**src/rtl/sync_fifo_pf.sv**
```systemverilog
// rtl/sync_fifo_pf.sv - single-clock FIFO with watermarks, fill count, flush and sticky error flags
// Define FIFO_FWFT_EN for first-word-fall-through reads through a prefetch register.
module sync_fifo_pf #(
  parameter int FIFO_WIDTH = 8,
  parameter int FIFO_DEPTH = 8
) (
  input  logic                          fifo_clk,
  input  logic                          fifo_rst_n,
  input  logic                          fifo_clr,
  input  logic                          fifo_wen,
  input  logic [FIFO_WIDTH-1:0]         fifo_wdata,
  output logic                          fifo_full,
  output logic                          fifo_afull,
  input  logic                          fifo_ren,
  output logic [FIFO_WIDTH-1:0]         fifo_rdata,
  output logic                          fifo_empty,
  output logic                          fifo_aempty,
  input  logic [$clog2(FIFO_DEPTH):0]   fifo_afull_thr,
  input  logic [$clog2(FIFO_DEPTH):0]   fifo_aempty_thr,
  output logic [$clog2(FIFO_DEPTH):0]   fifo_count,
  output logic                          fifo_ovf,
  output logic                          fifo_udf
);

  localparam int AW = $clog2(FIFO_DEPTH);
  localparam int CW = $clog2(FIFO_DEPTH) + 1;
  localparam logic [CW-1:0] DEPTH_C = CW'(FIFO_DEPTH);
  localparam logic [CW-1:0] CNT_ONE = CW'(1);
  localparam logic [AW-1:0] PTR_ONE = AW'(1);

  logic [FIFO_WIDTH-1:0] mem [FIFO_DEPTH];

  logic [AW-1:0] wr_ptr;
  logic [AW-1:0] rd_ptr;
  logic [CW-1:0] count_q;
  logic [CW-1:0] count_nxt;
  logic          full_q;
  logic          afull_q;
  logic          aempty_q;
  logic          ovf_q;
  logic          udf_q;
  logic          empty_w;
  logic          wr_acc;
  logic          rd_acc;

  // Flush wins over both requests; acceptance looks at this cycle's registered flags.
  assign wr_acc = fifo_wen && !full_q && !fifo_clr;
  assign rd_acc = fifo_ren && !empty_w && !fifo_clr;

  always_comb begin
    count_nxt = count_q;
    if (wr_acc && !rd_acc) begin
      count_nxt = count_q + CNT_ONE;
    end else if (!wr_acc && rd_acc) begin
      count_nxt = count_q - CNT_ONE;
    end
  end

  always_ff @(posedge fifo_clk) begin
    if (wr_acc) begin
      mem[wr_ptr] <= fifo_wdata;
    end
  end

  always_ff @(posedge fifo_clk or negedge fifo_rst_n) begin
    if (!fifo_rst_n) begin
      wr_ptr   <= '0;
      count_q  <= '0;
      full_q   <= 1'b0;
      afull_q  <= 1'b0;
      aempty_q <= 1'b1;
      ovf_q    <= 1'b0;
      udf_q    <= 1'b0;
    end else if (fifo_clr) begin
      wr_ptr   <= '0;
      count_q  <= '0;
      full_q   <= 1'b0;
      afull_q  <= (fifo_afull_thr == '0);
      aempty_q <= 1'b1;
      ovf_q    <= 1'b0;
      udf_q    <= 1'b0;
    end else begin
      if (wr_acc) begin
        wr_ptr <= wr_ptr + PTR_ONE;
      end
      count_q  <= count_nxt;
      full_q   <= (count_nxt == DEPTH_C);
      afull_q  <= (count_nxt >= fifo_afull_thr);
      aempty_q <= (count_nxt <= fifo_aempty_thr);
      if (fifo_wen && full_q) begin
        ovf_q <= 1'b1;
      end
      if (fifo_ren && empty_w) begin
        udf_q <= 1'b1;
      end
    end
  end

`ifdef FIFO_FWFT_EN
  logic [FIFO_WIDTH-1:0] head_q;
  logic                  head_valid_q;
  logic [CW-1:0]         mem_cnt;
  logic                  pf_load;

  // Memory holds everything behind the head word; refill the head when it is free or popped.
  assign mem_cnt = count_q - CW'(head_valid_q);
  assign pf_load = (mem_cnt != '0) && (!head_valid_q || rd_acc);
  assign empty_w = !head_valid_q;

  always_ff @(posedge fifo_clk or negedge fifo_rst_n) begin
    if (!fifo_rst_n) begin
      rd_ptr       <= '0;
      head_q       <= '0;
      head_valid_q <= 1'b0;
    end else if (fifo_clr) begin
      rd_ptr       <= '0;
      head_q       <= '0;
      head_valid_q <= 1'b0;
    end else if (pf_load) begin
      head_q       <= mem[rd_ptr];
      rd_ptr       <= rd_ptr + PTR_ONE;
      head_valid_q <= 1'b1;
    end else if (rd_acc) begin
      head_valid_q <= 1'b0;
    end
  end

  assign fifo_rdata = head_q;
`else
  logic [FIFO_WIDTH-1:0] rdata_q;
  logic                  empty_q;

  assign empty_w = empty_q;

  always_ff @(posedge fifo_clk or negedge fifo_rst_n) begin
    if (!fifo_rst_n) begin
      rd_ptr  <= '0;
      rdata_q <= '0;
      empty_q <= 1'b1;
    end else if (fifo_clr) begin
      rd_ptr  <= '0;
      rdata_q <= '0;
      empty_q <= 1'b1;
    end else begin
      if (rd_acc) begin
        rdata_q <= mem[rd_ptr];
        rd_ptr  <= rd_ptr + PTR_ONE;
      end
      empty_q <= (count_nxt == '0);
    end
  end

  assign fifo_rdata = rdata_q;
`endif

  assign fifo_full   = full_q;
  assign fifo_afull  = afull_q;
  assign fifo_empty  = empty_w;
  assign fifo_aempty = aempty_q;
  assign fifo_count  = count_q;
  assign fifo_ovf    = ovf_q;
  assign fifo_udf    = udf_q;

endmodule
```
**config.mk**
```make
export PLATFORM = sky130hd
export DESIGN_NAME = sync_fifo_pf
export DESIGN_NICKNAME = d
export VERILOG_FILES = /design/src/rtl/sync_fifo_pf.sv
export SDC_FILE = /design/constraint.sdc
export NUM_CORES = 1
export LEC_CHECK = 0
export ABC_AREA = 1
export BUFFER_PORTS_ARGS = -buffer_cell sky130_fd_sc_hd__buf_2
export CORE_ASPECT_RATIO = 1.5
export CORE_MARGIN = 2
export CORE_UTILIZATION = 50
export DETAILED_ROUTE_END_ITERATION = 12
export HOLD_SLACK_MARGIN = 0.06
export PLACE_DENSITY = 0.69
export REMOVE_ABC_BUFFERS = 1
export SETUP_SLACK_MARGIN = 0.15
export SYNTH_ARGS = -nofsm -noshare
export SYNTH_HDL_FRONTEND = slang
export SYNTH_SLANG_ARGS = --single-unit
```
**constraint.sdc**
```tcl
create_clock -name fifo_clk -period 6.2 [get_ports fifo_clk]
set_input_delay 0.62 -clock fifo_clk [delete_from_list [all_inputs] [get_ports fifo_clk]]
set_output_delay 0.62 -clock fifo_clk [all_outputs]
set_load 0.01 [all_outputs]
```
## After elaboration in Yosys (flattened, before gate mapping)

Memory sizes are Yosys's and may differ from the RTL's.
Cells that the tools add are included.
W data, S select, Z words.

- $add $sub $neg: 4
- Order comparisons: 2
- Eq/ne operators: 1
- Mux-type cells: 19
- Reductions and logical operators: 19

Operators with widths:

| cell | count |
|---|---|
| $mux W8 | 2 |
| $mux W3 | 4 |
| $mux W4 | 3 |
| $mux W1 | 10 |
| $logic_and A1 B1 Y1 | 8 |
| $logic_not A4 Y1 | 2 |
| $reduce_bool A2 Y1 | 4 |
| $add A3 B1 Y3 const B | 2 |
| $logic_not A1 Y1 | 5 |
| $add A4 B1 Y4 const B | 1 |
| $eq A4 B4 Y1 const B | 1 |
| $ge A4 B4 Y1 | 1 |
| $le A4 B4 Y1 | 1 |
| $sub A4 B1 Y4 const B | 1 |

- Flip-flop bits (word level): 24
- RAM bits: 64
- Input bits: 21
- Output and inout bits: 18
- Logic and storage cells: 56
- Memories: 1

Memories:

| memory | depth | bits a word | rd ports | clocked after memory_dff | wr ports | line | source |
|---|---|---|---|---|---|---|---|
| mem | 8 | 8 | 1 | 0 | 1 | 31 | `logic [FIFO_WIDTH-1:0] mem [FIFO_DEPTH];` |

## Logic depth before layout (Yosys ltp)

Gate-level depths: netlist of run 1.

- Word-level depth: 9
- Depth in mapped cells: 16
- Gate-level depth less buffers: 16

## Least setup slack after synthesis of run 1

No wires, ideal clock.

- Path type: input port to flip-flop
- Start point: input port fifo_clr
- End point: register afull_q (netlist: fifo_afull)
- Library setup time: 0.117 ns
- Arrival time: 2.087 ns
- Required time: 6.083 ns
- Setup slack: 3.995 ns
- Stages: 14
- Cell sequence: buf_6 nor2_8 nand2_4 nand2_1 xor2_2 ha_1 o21ai_0 nand2_1 nand2_1 nand3_1 o211ai_1 nand2_1 nand2_1 nand2_1

- Longest elaborated chain between the ends: 8
- Elaborated cells between the ends (all ways): 11
- Those cells by class: order compare (1); mux (3); reduce/logical (7)

RTL lines:

| what | line | source |
|---|---|---|
| start: declaration | 9 | `input logic fifo_clr,` |
| $logic_not A1 Y1 | 47, 48 |  |
| $logic_and A1 B1 Y1 | 47 | `assign wr_acc = fifo_wen && !full_q && !fifo_clr;` |
| $logic_not A1 Y1 | 54 | `end else if (!wr_acc && rd_acc) begin` |
| $logic_and A1 B1 Y1 | 54 |  |
| $mux W4 | 54 |  |
| $mux W4 | 52 | `if (wr_acc && !rd_acc) begin` |
| $ge A4 B4 Y1 | 88 | `afull_q <= (count_nxt >= fifo_afull_thr);` |
| $mux W1 * | 74 | `end else if (fifo_clr) begin` |
| end signal: assignment | 78 | `afull_q <= (fifo_afull_thr == '0);` |
| end signal: assignment | 88 |  |
| end: declaration | 38 | `logic afull_q;` |

Mark *: on every way between the ends. The rest lies on a longest branch, timed or not.
A chain may end at the register's enable or synchronous reset.

## Worst setup path in the final report of run 1

Same ends and word-level chain as after synthesis.

==> reports/metrics.csv, run 1 <==
metric,value,unit
globalRouteTotalUtil,0.208,
timing.rr.end,fifo_afull,
grt_pass1_vias,2675,
post_drt_via_cell_ratio,5.39,
fmax,430,MHz
worstPathArrival,2.55,ns
post-route-period-util,0.375,
post_detailed_placement_half_perimeter_wirelength,5.47,mm
path_max_fanout,18,
slew_headroom,0.289,
n_antenna_cell,0,
setup.worst_path.end_class,flip-flop,
floorplan.initialDensity,0.515,
crit_required,6.42,ns
share_of_layout_cells_above_drive_strength_1,0.192,
timing.final.max_slew_violations,0,
final-seq-area,2520,um^2
drt_first_iter_violations,197,
numPortBuffers,38,
ant_nets,0,
multi_input_area,1200,um^2
crit_path_cell_trace,buf_2 > inv_4 > nand3_4 > nand2_4 > nand2_1 > xor2_2 > ha_1 > o21ai_0 > nand2_1 > nand2_1 > nand3_1 > o211ai_1 > nand2_1 > nand2_1 > nand2_1,
critical_path.reg2reg.startpoint,fifo_empty,
fillers,636,
placement_rows,39,
tritoncts,yes,
timing.critical_path.slowest_stage_cell,ha_1,
die-height,112,um
ctsResizeCount,0,
netlist_instances,329,
cp_slowest_stage_delay,0.27,ns
worst_path_most_repeated_cell,nand2_1,
max-cap-violations,0,
synth_area_leaders,"edfxtp_1, dfrtp_1, nor2_1, nand2_1, ha_1",
nNetsFinal,395,
ys_warn_count,0,
yosysSeqAreaShare,0.645,
cts.repair_timing.setup_buffer_count,0,
layout.cells.most_common_list,"edfxtp_1, nor2_1, buf_2, nand2_1, inv_1",
largest_net_degree_at_the_start_of_global_routing,36,
grt_antenna_before_repair,0,
hold_viol_final,0,
wire_length_of_the_first_global_routing_pass,13.4,mm
synth_top_cell_by_area,edfxtp_1,
die-width,76.3,um
synth_seq_cells,88,
grt_setup_unrepaired,no,
dr.pass1.iters,4,
r2r_cells,14,
synth_largest_type_area_fraction,0.491,
h-tree-depth,3,
post-route-drc-count,0,
fin_tns_setup,0,ns
most_frequent_standard_cell_in_the_layout_excluding_fill_and_tap_cells,edfxtp_1,
die_area,8570,um^2
peakVddDrop,0.155,mV
worst_skew_pair.late_latency,0.34,ns
tightest_slew,1.06,ns
startpoint_class,input pin,
netlist_area,3920,um^2
avgRoutedWirePerCell,17.5,um
num_io_pins,39,
routabilityCongestion,0.840,
syn_area_per_cell,11.9,um^2
routed_wl,8.24,mm
core_outline_area,7610,um^2
finalCoreUtilization,0.585,
class_of_the_worst_hold_path,input pin to asynchronous set/reset pin,
final_setup_fails,0,
clock_buffer_count_from_cts,9,
via_count,2541,
critPathLaunch,fifo_clr,
global_route.overflow_total,0,
area.growth.synth_to_final,13.7,%
clock_skew,0.00546,ns
cts.sink_count,88,
cts-root-buf,clkbuf_16,
ctsHoldBuffers,0,
critPathKind,input pin to flip-flop,
synthDistinctLibCells,34,
max-clock-path-buffers,2,
period_minus_slack,2.33,ns
power_density,297,nW/um^2
regToRegSetupSlack,3.97,ns
outcome,"finished, final reports clean",
path_clk_slew,0.06,ns
static-leakage-power,1.79,nW
## layer usage
metal  GRT usage  part of all wire  up-vias
met5           0                 0        -
met3      0.0370             0.043       20
met1       0.240              0.40     1211
met4       0.101             0.031        0
met2       0.372              0.53       73
li1            -                 -     1237
## registers in the layout, indices dropped and copies added, names as in the netlist
name / flops
fifo_aempty: 1
fifo_afull: 1
fifo_udf: 1
fifo_ovf: 1
fifo_count: 4
fifo_full: 1
fifo_empty: 1
rd_ptr: 3
wr_ptr: 3
mem: 64
fifo_rdata: 8
## synthesized netlist by cell type (all sizes together)
cell type / n
o32ai: 8
dfstp: 2
o211ai: 10
nand2: 38
o21bai: 2
nor3: 3
inv: 28
o221ai: 8
edfxtp: 64
o21ai: 25
nand4: 1
dfrtp: 22
or2: 1
mux2i: 8
a21oi: 4
nor2: 52
nand3: 23
clkbuf: 8
buf: 7
ha: 10
xnor2: 1
xor2: 4
## per-stage QoR
step / instance area [um^2] / power (mW) / instances / worst slack, ns / hold slack, ns
after floorplan: 3840 / 0.768 / 314 / 3.98 / 0.324
after global placement: 4170 / 0.821 / 455 / 3.55 / 0.481
after detailed placement: 4170 / 0.826 / 455 / 3.52 / 0.488
after CTS: 4450 / 1.33 / 471 / 3.86 / 0.290
after global routing: 4450 / 1.38 / 471 / 3.63 / 0.324
final: 4450 / 1.32 / 471 / 3.87 / 0.273
## worst max-delay path by stage
stage | slack (ns) | depth (start not counted) | to
finish | 3.87 | 15 | fifo_afull
global route | 3.63 | 16 | fifo_afull
CTS | 3.86 | 16 | fifo_afull
detailed placement | 3.52 | 16 | fifo_afull
global placement | 3.55 | 15 | fifo_afull
floorplan | 3.98 | 14 | fifo_afull
## power breakdown
part	internal (mW)	switching, mW	total [mW]
logic	0.0512	0.0944	0.146
registers	0.653	0.0150	0.668
clock network	0.306	0.202	0.508
## critical path, delay by kind of cell
| kind | cells | cell delay, ns |
|---|---|---|
| and+or+nand+nor | 9 | 0.78 |
| adders and majority gates | 1 | 0.27 |
| buffers and inverters | 2 | 0.42 |
| xor gates and xnor gates | 1 | 0.22 |
| AOI/OAI and AO/OA | 2 | 0.24 |
## cell families (layout without fill, tap and decap cells)
family                   count (synthesis)  after routing  share of synthesized area
AND/OR/NAND/NOR                        118            118                      0.141
AO/OA/AOI/OAI                           57             57                     0.0987
adder cells (fa/ha/maj)                 10             10                     0.0319
XOR/XNOR                                 5              5                     0.0150
flip-flops                              88             88                      0.645
buffers and inverters                   43             83                     0.0485
multiplexers                             8              8                     0.0204
## layout make-up
class,count,area share
Sequential cell,88,0.567
Multi-Input combinational cell,198,0.270
Clock buffer,14,0.0618
Timing Repair Buffer,39,0.0444
Tap cell,102,0.0287
Inverter,28,0.0253
Clock inverter,2,0.00281
No activity file was read; power rests on OpenSTA's default activity.
==> run 2: changes to the inputs <==
Settings changed: ABC_AREA 1 to 0, PLACE_DENSITY 0.69 to 0.72.
Clock period 6.2 ns to 1.9 ns, I/O delays scaled along.
==> run 2 against run 1 <==
The flow now finishes with violations (negative setup slack). Cell count shrank 7.6%. Sequential power grew to 3.2 times the previous value. Sequential cell count is the same. Clock-buffer cell count shrank 4. Via count shrank 6.5%. Clock skew grew 0.0062 ns. Cell area grew 8.5%. Synthesized cell count shrank 26%. Combinational power grew to 4.5 times the previous value. Total power grew to 3.3 times the previous value. Largest cell class unchanged.
==> reports/metrics.csv, run 2 <==
metric,value,unit,change
synth_area_leaders,"edfxtp_1, dfrtp_1, mux4_2, ha_1, nor2_1",,
gate_power_share,0.152,,+0.042
ys.flop_type,edfxtp_1,,
layout.cells.most_common_list,"edfxtp_1, buf_4, buf_2, nor2_1, dfrtp_1",,
grt_setup_unrepaired,yes,,
grt_antenna_before_repair,0,,unchanged
numPortBuffers,38,,unchanged
tightest_slew,0.564,ns,-0.498 ns
number_of_enable_flip_flop_cells_after_synthesis,64,,unchanged
p_seq_frac,0.504,,about the same
failed_checks,negative setup slack,,
synthDistinctLibCells,41,,+21%
num_io_pins,39,,unchanged
p_int,3.34,mW,+230%
die-height,111,um,-1.6%
netlist_area,3790,um^2,-3.2%
startpoint_class,flip-flop,,
cts.sink_count,88,,unchanged
critPathKind,flip-flop to flip-flop,,
synth_largest_type_area_fraction,0.507,,+0.0164
synth_top_cell_by_area,edfxtp_1,,
post_drt_via_cell_ratio,5.46,,+1.2%
synth_top_cells_by_count,"edfxtp_1, nor2_1, dfrtp_1",,
max-clock-path-buffers,2,,unchanged
most_frequent_cell_after_synthesis,edfxtp_1,,
worst_skew_pair.late_latency,0.35,ns,about the same
syn_area_per_cell,15.7,um^2,+32%
avgRoutedWirePerCell,17.2,um,-1.8%
h-tree-depth,3,,unchanged
share_of_layout_cells_above_drive_strength_1,0.424,,+0.231
clock_skew,0.0117,ns,+0.00621 ns
path_clk_slew,0.08,ns,+0.02 ns
portion_of_total_power_attributed_to_the_clock_network,0.344,,-0.041
largest_net_degree_at_the_start_of_global_routing,25,,-31%
period_minus_slack,2.15,ns,
worstPathBufferInverterCount,1,,-1
placed_area,4290,um^2,+3.0%
most_frequent_standard_cell_in_the_layout_excluding_fill_and_tap_cells,edfxtp_1,,
slew_headroom,0.624,,+0.334
core_outline_area,7270,um^2,-4.4%
max-cap-violations,0,,unchanged
synth_seq_cells,88,,unchanged
timing.final.max_slew_violations,0,,unchanged
static-leakage-power,1.88,nW,+5.4%
floorplan.initialDensity,0.521,,+0.00653
clock_buffer_count_from_cts,9,,unchanged
nNetsFinal,361,,-8.6%
cp_slowest_stage_delay,0.57,ns,+0.30 ns
ys_warn_count,0,,unchanged
fillers,513,,-19%
global_route.overflow_total,0,,unchanged
class_of_the_worst_hold_path,input pin to flip-flop,,
regToRegSetupSlack,-0.25,ns,-4.22 ns
via_count,2375,,-6.5%
crit_path_cell_trace,nand2b_4 > buf_4 > a21oi_2 > a211oi_2 > nor2_2 > ha_1 > a21oi_2 > or4b_1 > o211ai_1,,
post-route-period-util,1.13,,
tritoncts,yes,,
p_sw_frac,0.224,,-0.0113
cts-root-buf,clkbuf_8,,
globalRouteTotalUtil,0.190,,-0.0175
hold_viol_final,0,,unchanged
peakVddDrop,0.982,mV,+530%
worstPathArrival,2.42,ns,-0.13 ns
crit_family,simple AND/OR/NAND/NOR gates,,
setup.worst_path.end_class,flip-flop,,
power_density,891,nW/um^2,+200%
yosysSeqAreaShare,0.666,,+0.0215
die-width,75.1,um,-1.5%
post-route-cell-area,4830,um^2,+8.5%
report.power.total,4.31,mW,+230%
timing.critical_path.slowest_stage_cell,dfstp_2,,
final_setup_fails,2,,+2
drt_first_iter_violations,132,,-33%
netlist_instances,242,,-26%
sw_power,967,uW,+210%
post_detailed_placement_half_perimeter_wirelength,4.87,mm,-11%
placement_rows,38,,-2.6%
grt_pass1_vias,2313,,-14%
ant_nets,0,,unchanged
die_area,8310,um^2,-3.1%
register_with_the_most_flip_flops,mem,,
layout.cells.non_filler,435,,-7.6%
crit_required,2.17,ns,-4.25 ns
n_antenna_cell,0,,unchanged
wire_length_of_the_first_global_routing_pass,11.4,mm,-15%
area.growth.synth_to_final,27.5,%,
routed_wl,7.48,mm,-9.3%
routabilityCongestion,0.897,,+6.8%
fmax,464,MHz,
largest_reg_flops,64,,unchanged
dr.pass1.iters,4,,unchanged
dpl.cell_count,401,,-12%
postLayoutSetupSlackWorst,-0.255,ns,-4.13 ns
postSynth.asyncResetShare,0.273,,unchanged
worst_path_most_repeated_cell,a21oi_2,,
post-route-drc-count,0,,unchanged
fin_tns_setup,-0.492,ns,-0.492 ns
outcome,"finished, violations left",,
path_max_fanout,4,,-14
==> run 2: cell families after synthesis <==
kind of cell | share of synthesized area
compound gates | 0.0525
xor+xnor | 0.0221
flops | 0.666
mux | 0.116
simple gates | 0.0832
buf+inv | 0.0271
fa+ha+maj | 0.0330
==> run 2: cell type report <==
class	instances	area, um^2	share of cell area
multi-input cells	134	1280	0.266
clock inverters	6	108	0.0223
repair buffers	88	629	0.130
inverters	9	33.8	0.00699
well taps	100	125	0.0259
clock buffers	10	128	0.0264
flip-flops and latches	88	2520	0.522
==> run 2: path summary, 6_finish.rpt <==
kind / start / end / depth (start not counted)
min in group asynchronous: fifo_rst_n / fifo_full / 2
min reg2reg: fifo_ovf / fifo_ovf / 2
max in group asynchronous: fifo_rst_n / fifo_empty / 2
min: fifo_wdata[1] / mem[4][1] / 1
max: fifo_empty / fifo_afull / 9
max reg2reg: fifo_empty / fifo_afull / 9
==> run 2: routing by layer <==
metal | wire, um | global-route usage
met4 | 239 | 0.0857
met1 | 2950 | 0.225
met3 | 246 | 0.0392
met5 | 0 | 0
met2 | 4040 | 0.322
==> run 2: worst reg2reg max path, stage by stage, from the launching register on <==
cell      delay (ns)
dfstp_2         0.57
nand2b_4        0.17
buf_4           0.12
a21oi_2         0.04
a211oi_2        0.21
nor2_2          0.08
ha_1            0.29
a21oi_2         0.05
or4b_1          0.46
o211ai_1        0.09
==> run 2: power groups by stage <==
| stage | clock, mW | sequential (mW) | combinational, mW |
|---|---|---|---|
| after global placement | 0 | 2.20 | 0.532 |
| after detailed placement | 0 | 2.21 | 0.543 |
| after global routing | 1.60 | 2.18 | 0.720 |
| after floorplan | 0 | 2.25 | 0.260 |
| final | 1.48 | 2.17 | 0.655 |
| after CTS | 1.52 | 2.17 | 0.582 |
==> run 2: through the flow <==
stage,hold WS (ns),utilization,setup slack [ns]
after floorplan,-0.106,-,-0.609
after global placement,0.201,0.590,-0.312
after detailed placement,0.215,0.590,-0.396
after CTS,0.0840,0.636,-0.284
after global routing,0.103,0.664,-0.383
final,0.107,0.664,-0.255
==> run 2: timing repair <==
| item | 4_1_cts | 5_1_grt |
|---|---|---|
| cloned | 0 | 1 |
| buffers inserted | 5 | 11 |
| hold buffers | 1 | 0 |
| gates resized for setup | 11 | 23 |
| setup endpoints to repair | 36 | 26 |
| pin swaps | 7 | 14 |
| endpoints found under the hold margin | 22 | 0 |
